### config.mk
export PLATFORM = sky130hd
export DESIGN_NAME = expr_settle_timer
export DESIGN_NICKNAME = d
export VERILOG_FILES = /design/src/rtl/expr_chk_pkg.sv /design/src/rtl/expr_settle_timer.sv
export SDC_FILE = /design/constraint.sdc
export NUM_CORES = 1
export LEC_CHECK = 0
export ABC_AREA = 1
export CAP_MARGIN = 15
export CORE_AREA = 2 2 39 41
export DETAILED_ROUTE_END_ITERATION = 16
export DIE_AREA = 0 0 41 43
export PLACE_DENSITY_LB_ADDON = 0.12
export SLEW_MARGIN = 20
export SYNTH_ARGS = -nofsm -noshare
export SYNTH_HDL_FRONTEND = slang
export SYNTH_SLANG_ARGS = --single-unit
### constraint.sdc
create_clock -name clk -period 1.29 [get_ports clk]
set_input_delay 0.1935 -clock clk [delete_from_list [all_inputs] [get_ports clk]]
set_output_delay 0.1935 -clock clk [all_outputs]
set_load 0.01 [all_outputs]
### src/rtl/expr_chk_pkg.sv
// Shared types and range limits for the expression sweep checker.
package expr_chk_pkg;

  localparam int N_IN_MAX   = 16;
  localparam int SETTLE_MAX = 15;
  localparam int SETTLE_W   = $clog2(SETTLE_MAX + 1);

  typedef enum logic [1:0] {
    IDLE  = 2'd0,
    APPLY = 2'd1,
    CHECK = 2'd2,
    DONE  = 2'd3
  } chk_state_e;

endpackage

### src/rtl/expr_settle_timer.sv
// Per-vector settle timer: counts 0..SETTLE, reloads on each new vector and
// flags the cycle whose closing edge samples the implementations.
module expr_settle_timer
  import expr_chk_pkg::*;
#(
  parameter int SETTLE = 1
) (
  input  logic clk,
  input  logic rst_n,
  input  logic clr,
  input  logic load,
  input  logic en,
  output logic near,
  output logic sample
);

  localparam logic [SETTLE_W:0] LAST = (SETTLE_W+1)'(SETTLE);

  logic [SETTLE_W-1:0] cnt;

  always_ff @(posedge clk or negedge rst_n) begin
    if (!rst_n)             cnt <= '0;
    else if (clr || load)   cnt <= '0;
    else if (en && ({1'b0, cnt} != LAST)) cnt <= cnt + SETTLE_W'(1);
  end

  assign sample = en && ({1'b0, cnt} == LAST);
  // One cycle before the sample cycle; never true when vectors are held a single cycle.
  assign near   = en && (SETTLE != 0) && (({1'b0, cnt} + (SETTLE_W+1)'(1)) == LAST);

endmodule

Word level (Yosys, flattened, before mapping)
Cells that the tools add are included.
{ "totals": {"register_bits": 4, "latch_bits": 0, "ramBits": 0, "rom_bits": 0, "out_inout_bits": 2, "word_cells": 13, "memories": 0} }
{ "op_classes": {"addsub": 2, "multipliers": 0, "n_div": 0, "n_lt_le_gt_ge": 0, "n_eq_ne": 3, "shifts": 0, "n_mux": 2, "bitwise_logic": 0, "reduce_logical": 5} }
{ "ops": {"columns": ["operator", "n"], "rows": [
  ["$mux 4", 2],
  ["$add 4x1->5 const B", 1],
  ["$eq 5x1->1 const B", 1],
  ["$add 4x1->4 const B", 1],
  ["$eq 4x1->1 const B", 1],
  ["$ne 4x1->1 const B", 1],
  ["$logic_and 1x1->1", 3],
  ["$reduce_bool 2->1", 1],
  ["$logic_or 1x1->1", 1]
]} }

Longest topological paths before layout
Gate-level depths: netlist of run 1.
{ "depth": {"word_depth": 4, "mapped_depth": 6} }

Least setup slack after synthesis of run 1
OpenSTA, ideal clock, no wires.
{ "synth_path": {"path_type": "register -> output", "start": "reg cnt[0]", "end": "out near", "arrival_time_ns": 0.988, "setup_slack_ns": 0.108, "stages_incl_launch_ff": 5, "path_buffers": 0, "path_cell_list": "dfrtp_1 -> ha_1 -> nand2_1 -> nand2_1 -> nor3_1"} }
{ "synth_via": {"elab_chain_len": 3} }
{ "synth_lines": {"columns": ["element", "line", "rtl"], "rows": [
  ["start: declaration", "expr_settle_timer.sv:19", "logic [SETTLE_W-1:0] cnt;"],
  ["start signal: assignment", "expr_settle_timer.sv:24", "else if (en && ({1'b0, cnt} != LAST)) cnt <= cnt + SETTLE_W'(1);"],
  ["$add 4x1->5", "expr_settle_timer.sv:29", "assign near = en && (SETTLE != 0) && (({1'b0, cnt} + (SETTLE_W+1)'(1)) == LAST);"],
  ["$eq 5x1->1", "expr_settle_timer.sv:29", null],
  ["$logic_and 1x1->1", "expr_settle_timer.sv:29", null],
  ["end: declaration", "expr_settle_timer.sv:13", "output logic near,"]
]} }
No other way between the ends.

Final worst setup path of run 1
{ "layout_path": {"start": "reg cnt[0]", "end": "out sample"} }
{ "layout_via": {"elab_chain_len": 2} }
{ "layout_lines": {"columns": ["element", "line", "rtl"], "rows": [
  ["$eq 4x1->1", "expr_settle_timer.sv:27", "assign sample = en && ({1'b0, cnt} == LAST);"],
  ["$logic_and 1x1->1", "expr_settle_timer.sv:27", null],
  ["end: declaration", "expr_settle_timer.sv:14", "output logic sample"]
]} }
No other way between the ends.

==> key figures, run 1 <==
Status
  • Run status: finished, violations left
  • Failing checks: setup timing

Power
  • Leak: 0.2402 nW
  • Max rail drop VDD: 0.3736 mV
  • Power per cell area: about 690 nW/µm²

Hold path
  • Worst hold path class: in2async

Timing
  • Final worst slack: -0.1943 ns
  • Slew HR: 0.8217
  • Max Fclk: 673.7 MHz
  • Hold Vio Cnt, Final: 0
  • Worst Skew: 0.002031 ns
  • Measured slew at the worst slew-check pin: 0.2672 ns
  • Pins Over Slew Limit: 0
  • Tmin final: approximately 1.5 ns
  • Final setup viols: 4
  • RSZ-0062 raised after global routing: true
  • Hold_ws: 0.1646 ns
  • Fin crit share: 1.151

CTS
  • Cts bufs inserted: 3
  • Clock transition at the registers of the reported paths: 0.04 ns
  • Clock Path Buffers: 2
  • Clock Sinks: 4
  • Worst-skew pair later-pin latency: 0.23 ns
  • CTS tree: done
  • H-tree depth: 1
  • Root buf cell: clkbuf_4

Layout
  • Layout Nets: 68
  • P&R area growth vs syn: 80.18%
  • Largest regs: cnt (4)
  • Ant diodes: 0
  • Post-route insts no fill: 74
  • Post-route cell area: 511.7 µm²
  • Most common cell after layout, fill and taps aside: buf_4
  • Layout cells sized above 1: 0.5172
  • Largest register FFs: 4
  • Most frequent cells in the layout: buf_4 (9), nand2_1 (6), nand2_2 (4), nand3_1 (4), clkdlybuf4s50_1 (4)
  • Largest register by flop count: cnt
  • Final core area utilization: 0.3698

Critical path
  • Critical-path top delay cell: dfrtp_1
  • Worst Path Arrival: around 1.3 ns
  • Critical Path RT: 1.10 ns
  • R2r startpoint: cnt[0]
  • CP Launch Type: flop
  • R2R Path End: cnt[1]
  • Max incr delay on CP: roughly 0.38 ns
  • Internal reg-to-reg setup slack: 0 ns
  • Most used cell, CP: buf_4
  • Crit path max fanout: 2
  • CP Cell Sequence: buf_4, buf_4, ha_1, nand2_2, nor2_1, buf_2
  • Crit Path Category: reg2out
  • Worst R2R Path Depth: 8
  • Critical path endpoint category: output pin

Yosys
  • Gate Count Post-Synth: 38
  • Yosys cell types: 13
  • Seq/Total Area, Yosys: 0.3524
  • Average size of a mapped cell: 7.474 µm²
  • Adder-Cell Fraction of Synth Area: 0.1322
  • Synthesized flop and latch total: 4
  • Simple-gate share of the synthesized area: 0.4141
  • Synth Area in XOR/XNOR: 0
  • Post-Syn Area: 284.0 µm²
  • Synthesized net count: 46
  • Post-synthesis compound-gate area fraction: 0.01762
  • Synth Warn #: 0
  • Main combinational cell family by area after synthesis: simple AND/OR/NAND/NOR gates
  • Post-synthesis mux area share: 0

Place
  • # placed instances: 67
  • Gpl congestion: 0.7522
  • Placed Instance Area: 419.2 µm²
  • Port Buffers: 6
  • Setup slack after placement: -0.4323 ns
  • DP HPWL: 522.5 µm

Floorplan
  • Full die area: ~1800 µm²
  • Num ports: 7
  • Placement Rows: 14
  • Initial Util: 0.2052
  • Core area: 1384 µm²
  • Chip Width: roughly 40 µm
  • Die H: about 43 µm

Route
  • DRC: 0
  • Vias/cell: 4.189
  • Drt first-iter violations: 0
  • Wire per inst: 9.270 µm
  • Vias: 310
  • Routed wire length: 686 µm
  • Drt pass-1 iters: 1
  • Detail Route Antenna Nets: 0

Flow run
  • Max_cap viols: 0

Global routing
  • Largest net degree at the start of global routing: 8
  • Global-route wire length before repair: 1.193 mm
  • Total Routing Usage GR: 0.1009
  • Grt ovf: 0
  • Number of global-route vias before repair: 313
  • Initial antenna violation count: 0
-- through the flow --
step           TNS (ns)  total power, mW
4_1_cts         -0.2948           0.3503
2_1_floorplan         0           0.1562
3_5_place_dp    -0.7157           0.1915
3_3_place_gp    -0.6667           0.1912
5_1_grt         -0.6286           0.3819
6_report        -0.3698           0.3511
-- power breakdown --
part           internal [mW]  switching (mW)  leakage, nW
clock                  0.104          0.0452       0.0138
combinational         0.0392          0.0326        0.173
sequential             0.128         0.00207       0.0537
total                  0.271          0.0798        0.240
-- repair_timing --
action | 4_1_cts | 5_1_grt
endpoints found under the setup margin | 2 | 3
hold buffers | 0 | 0
gates resized for setup | 19 | 4
buffers inserted | 2 | 3
pin swaps | 4 | 5
-- how the worst max path moves through the flow --
stage,start,to,slack (ns)
CTS,cnt[0],near,-0.20
finish,cnt[0],sample,-0.19
floorplan,cnt[0],near,0.11
global placement,en,near,-0.40
detailed placement,en,near,-0.43
global route,cnt[0],near,-0.25
-- cell usage after synthesis (all sizes together) --
cell | number | area share
nor2 | 5 | 0.084
ha | 3 | 0.13
nand3b | 1 | 0.026
nor3 | 1 | 0.018
nand2 | 10 | 0.15
inv | 5 | 0.066
nand3 | 4 | 0.070
dfrtp | 4 | 0.35
buf | 1 | 0.018
nand4 | 3 | 0.066
a21oi | 1 | 0.018
-- final cells by class --
type | instances | area (µm²)
Tap cell | 16 | 20.02
Fill cell | 146 | 872.1
Multi-Input combinational cell | 28 | 195.2
Inverter | 5 | 21.27
Timing Repair Buffer | 18 | 151.4
Clock buffer | 3 | 22.52
Sequential cell | 4 | 101.3
-- per-layer routing --
metal	routed length [µm]	track usage	share of wire
met5	0	0	0
met4	0	0.04000	0
met3	22	0.04712	0.032
met2	337	0.1531	0.49
met1	325	0.1176	0.47
-- kinds of logic (layout without fill, tap and decap cells) --
kind of cell             Yosys count  in the layout
flip-flops                         4              4
buffers and inverters              6             26
AND/OR/NAND/NOR                   24             24
adder cells (fa/ha/maj)            3              3
AO/OA/AOI/OAI                      1              1
-- critical path: cells and delay by family, from the launching register on --
| family | cells | cell delay (ns) |
|---|---|---|
| simple gates | 2 | 0.11 |
| buf+inv | 3 | 0.39 |
| fa+ha+maj | 1 | 0.19 |
| flops | 1 | 0.38 |
(Power assumes the default switching activity.)
==> run 2, diff against run 1 <==
==> constraint.sdc (replaced) <==
create_clock -name clk -period 1.29 [get_ports clk]
set_input_delay 0.1935 -clock clk [delete_from_list [all_inputs] [get_ports clk]]
set_output_delay 0.1935 -clock clk [all_outputs]
set_load 0.02 [all_outputs]
==> run 2 against run 1 <==
  * The run still ends with setup timing left
  * Sequential share of layout area is 2.4 points higher
  * Flip-flop and latch count stayed put
  * Via count is 9.4% lower
  * Die area stayed put
  * Power is 1.8% lower
  * Largest power group unchanged
==> key figures, run 2 (synthesis gave the netlist of run 1 again) <==
CTS
  • H-tree depth: 1
  • # hold bufs at CTS: 0
  • Root buf cell: clkbuf_4
  • CTS tree: done
  • Clock transition at the registers of the reported paths: 0.04 ns
  • Clock Sinks: 4
  • Cts bufs inserted: 3
  • Worst-skew pair later-pin latency: 0.23 ns
  • Clock Path Buffers: 2

Power
  • Power per cell area: 763.2 nW/µm²
  • Part of the power in registers: 0.380
  • Final total power: 0.3447 mW
  • Switching part of the total: 0.2285
  • Leak: 0.2141 nW
  • Net Switching: 0.07876 mW
  • Max rail drop VDD: 0.3744 mV
  • Clock power share: 0.436
  • Comb power frac: 0.183
  • Internal power: 0.2660 mW

Global routing
  • Grt ovf: 0
  • Global-route wire length before repair: 1.041 mm
  • Largest net degree at the start of global routing: 8
  • Initial antenna violation count: 0
  • Total Routing Usage GR: 0.08963
  • Number of global-route vias before repair: 258

Timing
  • Hold_ws: 0.1631 ns
  • Final worst slack: -0.1688 ns
  • Pins Over Slew Limit: 0
  • Measured slew at the worst slew-check pin: 0.2505 ns
  • Max Fclk: ~700 MHz
  • Fin crit share: 1.131
  • Tmin final: around 1.5 ns
  • Worst Skew: 0.0006836 ns
  • RSZ-0062 raised after global routing: true
  • Slew HR: 0.8328
  • Hold Vio Cnt, Final: 0
  • Final setup viols: 5

Route
  • Detail Route Antenna Nets: 0
  • Drt pass-1 iters: 4
  • Drt first-iter violations: 8
  • Vias: about 280
  • Routed wire length: 625 µm
  • Wire per inst: slightly below 9 µm
  • Vias/cell: 4.014
  • DRC: 0

Layout
  • P&R area growth vs syn: 59.03%
  • FF/Latch Area: 100.1 µm²
  • Multi-input combinational cell area: 175.2 µm²
  • Largest regs: cnt (4)
  • Most common cell after layout, fill and taps aside: buf_4
  • Largest register by flop count: cnt
  • Ant diodes: 0
  • Layout Nets: 64
  • Largest register FFs: 4
  • Fillers: 150
  • Most frequent cells in the layout: buf_4 (10), nand2_1 (6)
  • Layout cells sized above 1: 0.4630

Place
  • Port Buffers: 6
  • Setup slack after placement: -0.4755 ns
  • DP HPWL: between 500 and 600 µm
  • Gpl congestion: 0.6696

Floorplan
  • Die H: 43 µm
  • Num ports: 7
  • Placement Rows: 14
  • Chip Width: 41 µm
  • Initial Util: 0.2052
  • Full die area: 1763 µm²
  • Core area: 1384 µm²

Critical path
  • R2R Path End: cnt[2]
  • Worst R2R Path Depth: 8
  • Crit path max fanout: 4
  • Worst Path Arrival: 1.27 ns
  • Critical Path RT: approximately 1.1 ns
  • R2r startpoint: cnt[0]
  • Crit Path Category: reg2out
  • CP Launch Type: flop
  • Internal reg-to-reg setup slack: -0.02 ns
  • Critical path endpoint category: output pin

Status
  • Run status: finished, violations left
  • Failing checks: setup timing

Hold path
  • Worst hold path class: in2async

Flow run
  • Max_cap viols: 0
## run 2: repair_timing
item	4_1_cts	5_1_grt
hold endpoints to repair	0	0
pin swaps	0	1
buffers inserted	0	1
gates resized for setup	12	5
endpoints found under the setup margin	2	5
## run 2: how the worst max path moves through the flow
stage	from	to	slack, ns	cells after the start
3_5_place_dp	en	near	-0.48	4
3_3_place_gp	en	near	-0.45	4
5_1_grt	cnt[0]	near	-0.26	5
4_1_cts	cnt[1]	near	-0.20	5
2_1_floorplan	cnt[0]	near	0.08	4
6_report	cnt[1]	near	-0.17	5
## run 2: power groups by stage
stage | logic, mW | registers, mW | clock network (mW)
2_1_floorplan | 0.0279 | 0.132 | 0
3_3_place_gp | 0.0620 | 0.132 | 0
3_5_place_dp | 0.0629 | 0.132 | 0
4_1_cts | 0.0613 | 0.131 | 0.160
5_1_grt | 0.0706 | 0.131 | 0.167
6_report | 0.0632 | 0.131 | 0.150
## run 2: critical path, stage by stage, from the launching register on
cell and delay [ns]:
dfrtp_1 0.41, inv_2 0.08, ha_1 0.15, nand3b_1 0.09, nor3_2 0.15, buf_4 0.16
## run 2: per-layer routing
| metal | GRT usage | vias to the layer above | share of wire |
|---|---|---|---|
| met1 | 0.1104 | 125 | 0.42 |
| met4 | 0.08000 | 0 | 0 |
| met5 | 0 | - | 0 |
| li1 | - | 154 | - |
| met3 | 0.01571 | 0 | 0.019 |
| met2 | 0.1250 | 2 | 0.56 |
## run 2: final cells by class
class | instances | share of cell area
Multi-Input combinational cell | 28 | 0.3878
Timing Repair Buffer | 14 | 0.2548
Sequential cell | 4 | 0.2216
Clock buffer | 3 | 0.04986
Tap cell | 16 | 0.04432
Inverter | 5 | 0.04155
## run 2: stage by stage
stage	instances	util	instance area, µm²	TNS [ns]
6_report	70	0.3264	451.7	-0.3360
4_1_cts	69	0.3137	434.2	-0.3839
5_1_grt	70	0.3264	451.7	-0.7736
3_3_place_gp	66	0.3011	416.7	-0.7844
3_5_place_dp	66	0.3011	416.7	-0.8170
2_1_floorplan	38	-	289.0	0
==> run 3, diff against run 2 <==
--- a/config.mk
+++ b/config.mk
@@ -5,11 +5,11 @@
 export SDC_FILE = /design/constraint.sdc
 export NUM_CORES = 1
 export LEC_CHECK = 0
-export ABC_AREA = 1
 export CAP_MARGIN = 15
 export CORE_AREA = 2 2 39 41
 export DETAILED_ROUTE_END_ITERATION = 16
 export DIE_AREA = 0 0 41 43
+export MAX_ROUTING_LAYER = met4
 export PLACE_DENSITY_LB_ADDON = 0.12
 export SLEW_MARGIN = 20
 export SYNTH_ARGS = -nofsm -noshare
==> run 3 against run 2 <==
  * The flow still finishes with violations (setup timing)
  * Core utilization rose by 9.0 points
  * Die area did not move
  * Via count rose by 8.5%
  * Largest power group unchanged
==> key figures, run 3 <==
Floorplan
  • Core area: 1384 µm²
  • Num ports: 7
  • Placement Rows: 14
  • Chip Width: ~41 µm
  • Die H: 43 µm
  • Initial Util: 0.2098
  • Full die area: 1763 µm²

Timing
  • Setup Total Neg Slack: -0.8215 ns
  • Final worst slack: -0.2219 ns
  • Fin crit share: 1.172
  • Final setup viols: 5
  • Hold Vio Cnt, Final: 0
  • RSZ-0062 raised after global routing: true
  • Tmin final: around 1.5 ns
  • Hold_ws: 0.1616 ns
  • Slew HR: 0.7996
  • Worst Skew: 0.003199 ns
  • Pins Over Slew Limit: 0
  • Max Fclk: 661.4 MHz
  • Measured slew at the worst slew-check pin: 0.2995 ns

Route
  • Drt first-iter violations: 6
  • Vias/cell: 4.296
  • Vias: 305
  • Wire per inst: 11.15 µm
  • Routed wire length: roughly 790 µm
  • Detail Route Antenna Nets: 0
  • DRC: 0
  • Drt pass-1 iters: 4

Critical path
  • Internal reg-to-reg setup slack: -0.14 ns
  • Critical-path top delay cell: dfrtp_1
  • R2R Path End: cnt[2]
  • Crit path max fanout: 3
  • Crit Path Category: reg2out
  • Worst R2R Path Depth: 6
  • Critical Path RT: 1.10 ns
  • CP Cell Sequence: ha_2, nand2_2, a21oi_2, o2111a_1, buf_6
  • R2r startpoint: cnt[0]
  • CP delay by family, top: flip-flops
  • CP Launch Type: flop
  • Critical path endpoint category: output pin
  • Buf/Inv on CP: 1
  • Worst Path Arrival: 1.32 ns
  • Max incr delay on CP: 0.40 ns

Layout
  • Layout Nets: 65
  • Most frequent cells in the layout: buf_4 (14), nand2_1 (5), dfrtp_1 (4), clkdlybuf4s50_1 (4)
  • Largest register FFs: 4
  • Multi-input combinational cell area: approximately 240 µm²
  • Largest regs: cnt (4)
  • Largest register by flop count: cnt
  • Layout cells sized above 1: 0.5455
  • Post-route cell area: 576.8 µm²
  • FF/Latch Area: 100.1 µm²
  • Ant diodes: 0
  • Final core area utilization: 0.4168
  • P&R area growth vs syn: 98.71%
  • Most common cell after layout, fill and taps aside: buf_4
  • Fillers: 141
  • Post-route insts no fill: approximately 70

Status
  • Run status: finished, violations left
  • Failing checks: setup timing

CTS
  • Clock Path Buffers: 2
  • Cts bufs inserted: 3
  • # hold bufs at CTS: 0
  • CTS tree: done
  • H-tree depth: 1
  • Clock transition at the registers of the reported paths: 0.04 ns
  • Clock Sinks: 4
  • Worst-skew pair later-pin latency: 0.23 ns
  • Root buf cell: clkbuf_4

Power
  • Final total power: 0.3690 mW
  • Switching part of the total: 0.2326
  • Max rail drop VDD: 0.3838 mV
  • Leak: around 0.25 nW
  • Internal power: 0.2832 mW
  • Part of the power in registers: 0.355
  • Comb power frac: 0.240
  • Net Switching: 0.08584 mW
  • Clock power share: 0.405
  • Power per cell area: 639.7 nW/µm²

Yosys
  • Post-synth ARST share: 1.000
  • Synth Warn #: 0
  • Area contributors post-synth: dfrtp_1 (34%), ha_1 (13%), nand2_1 (7.8%)
  • Ys flop type: dfrtp_1
  • Seq/Total Area, Yosys: 0.3448
  • Gate Count Post-Synth: 31
  • Number of synthesized flops with an enable pin: 0
  • Post-synth top area share: 0.3448
  • Yosys cell types: 15
  • Post-Syn Area: around 290 µm²
  • Commonest cells post-synth: nand2_1 (6), dfrtp_1 (4), inv_1 (4)
  • Synthesized flop and latch total: 4
  • Synth area leader: dfrtp_1
  • Top-count cell post-synth: nand2_1
  • Average size of a mapped cell: 9.364 µm²
  • Synthesized net count: 39

Place
  • # placed instances: 64
  • DP HPWL: 624.6 µm
  • Gpl congestion: around 0.73
  • Placed Instance Area: around 460 µm²
  • Setup slack after placement: -0.5387 ns
  • Port Buffers: 6

Global routing
  • Grt ovf: 0
  • Global-route wire length before repair: between 1 and 1.5 mm
  • Largest net degree at the start of global routing: 6
  • Number of global-route vias before repair: 327
  • Initial antenna violation count: 0
  • Total Routing Usage GR: 0.1241

Flow run
  • Max_cap viols: 0

Hold path
  • Worst hold path class: in2async
run 3: cell types whose count changed after synthesis, sizes merged, moves of 2 or more:
cell   previous run  this run
nand4             3         1
mux2i             0         2
nor2              5         3
nand2            10         6
nor4b             0         2
nand3             4         0
run 3: power by group through the flow:
| stage | sequential [mW] | combinational (mW) | clock [mW] |
|---|---|---|---|
| CTS | 0.131 | 0.0798 | 0.160 |
| global route | 0.131 | 0.0957 | 0.164 |
| finish | 0.131 | 0.0887 | 0.149 |
| detailed placement | 0.132 | 0.0721 | 0 |
| floorplan | 0.133 | 0.0252 | 0 |
| global placement | 0.132 | 0.0702 | 0 |
run 3: worst max-delay path by stage:
stage / to / startpoint / cells past startpoint / slack [ns]
CTS: near / cnt[0] / 5 / -0.25
finish: near / cnt[0] / 5 / -0.22
detailed placement: sample / en / 4 / -0.54
global placement: sample / en / 4 / -0.46
floorplan: near / cnt[0] / 4 / 0.02
global route: near / cnt[0] / 5 / -0.30
run 3: routing by layer:
| metal | share of wire | routed length, µm | GRT usage | vias up |
|---|---|---|---|---|
| met5 | 0 | 0 | - | - |
| met4 | 0 | 0 | 0.06000 | 0 |
| met3 | 0.019 | 15 | 0.03141 | 0 |
| met2 | 0.54 | 430 | 0.1813 | 3 |
| met1 | 0.44 | 346 | 0.1536 | 145 |
| li1 | - | - | - | 157 |
run 3: final cells by class:
cell class              instances  area share
multi-input cells              23      0.4121
repair buffers                 21      0.3102
flip-flops and latches          4      0.1735
clock buffers                   3     0.03905
well taps                      16     0.03471
inverters                       4     0.03037
run 3: kinds of logic after synthesis:
kind of cell,share of synthesized area
flops,0.3448
compound gates,0.09050
mux,0.06897
fa+ha+maj,0.1293
simple gates,0.2845
xor+xnor,0.03018
buf+inv,0.05171
run 3: timing repair:
item / 4_1_cts / 5_1_grt
gates resized for setup: 19 / 7
buffers inserted: 2 / 2
pin swaps: 4 / 5
endpoints found under the setup margin: 5 / 5
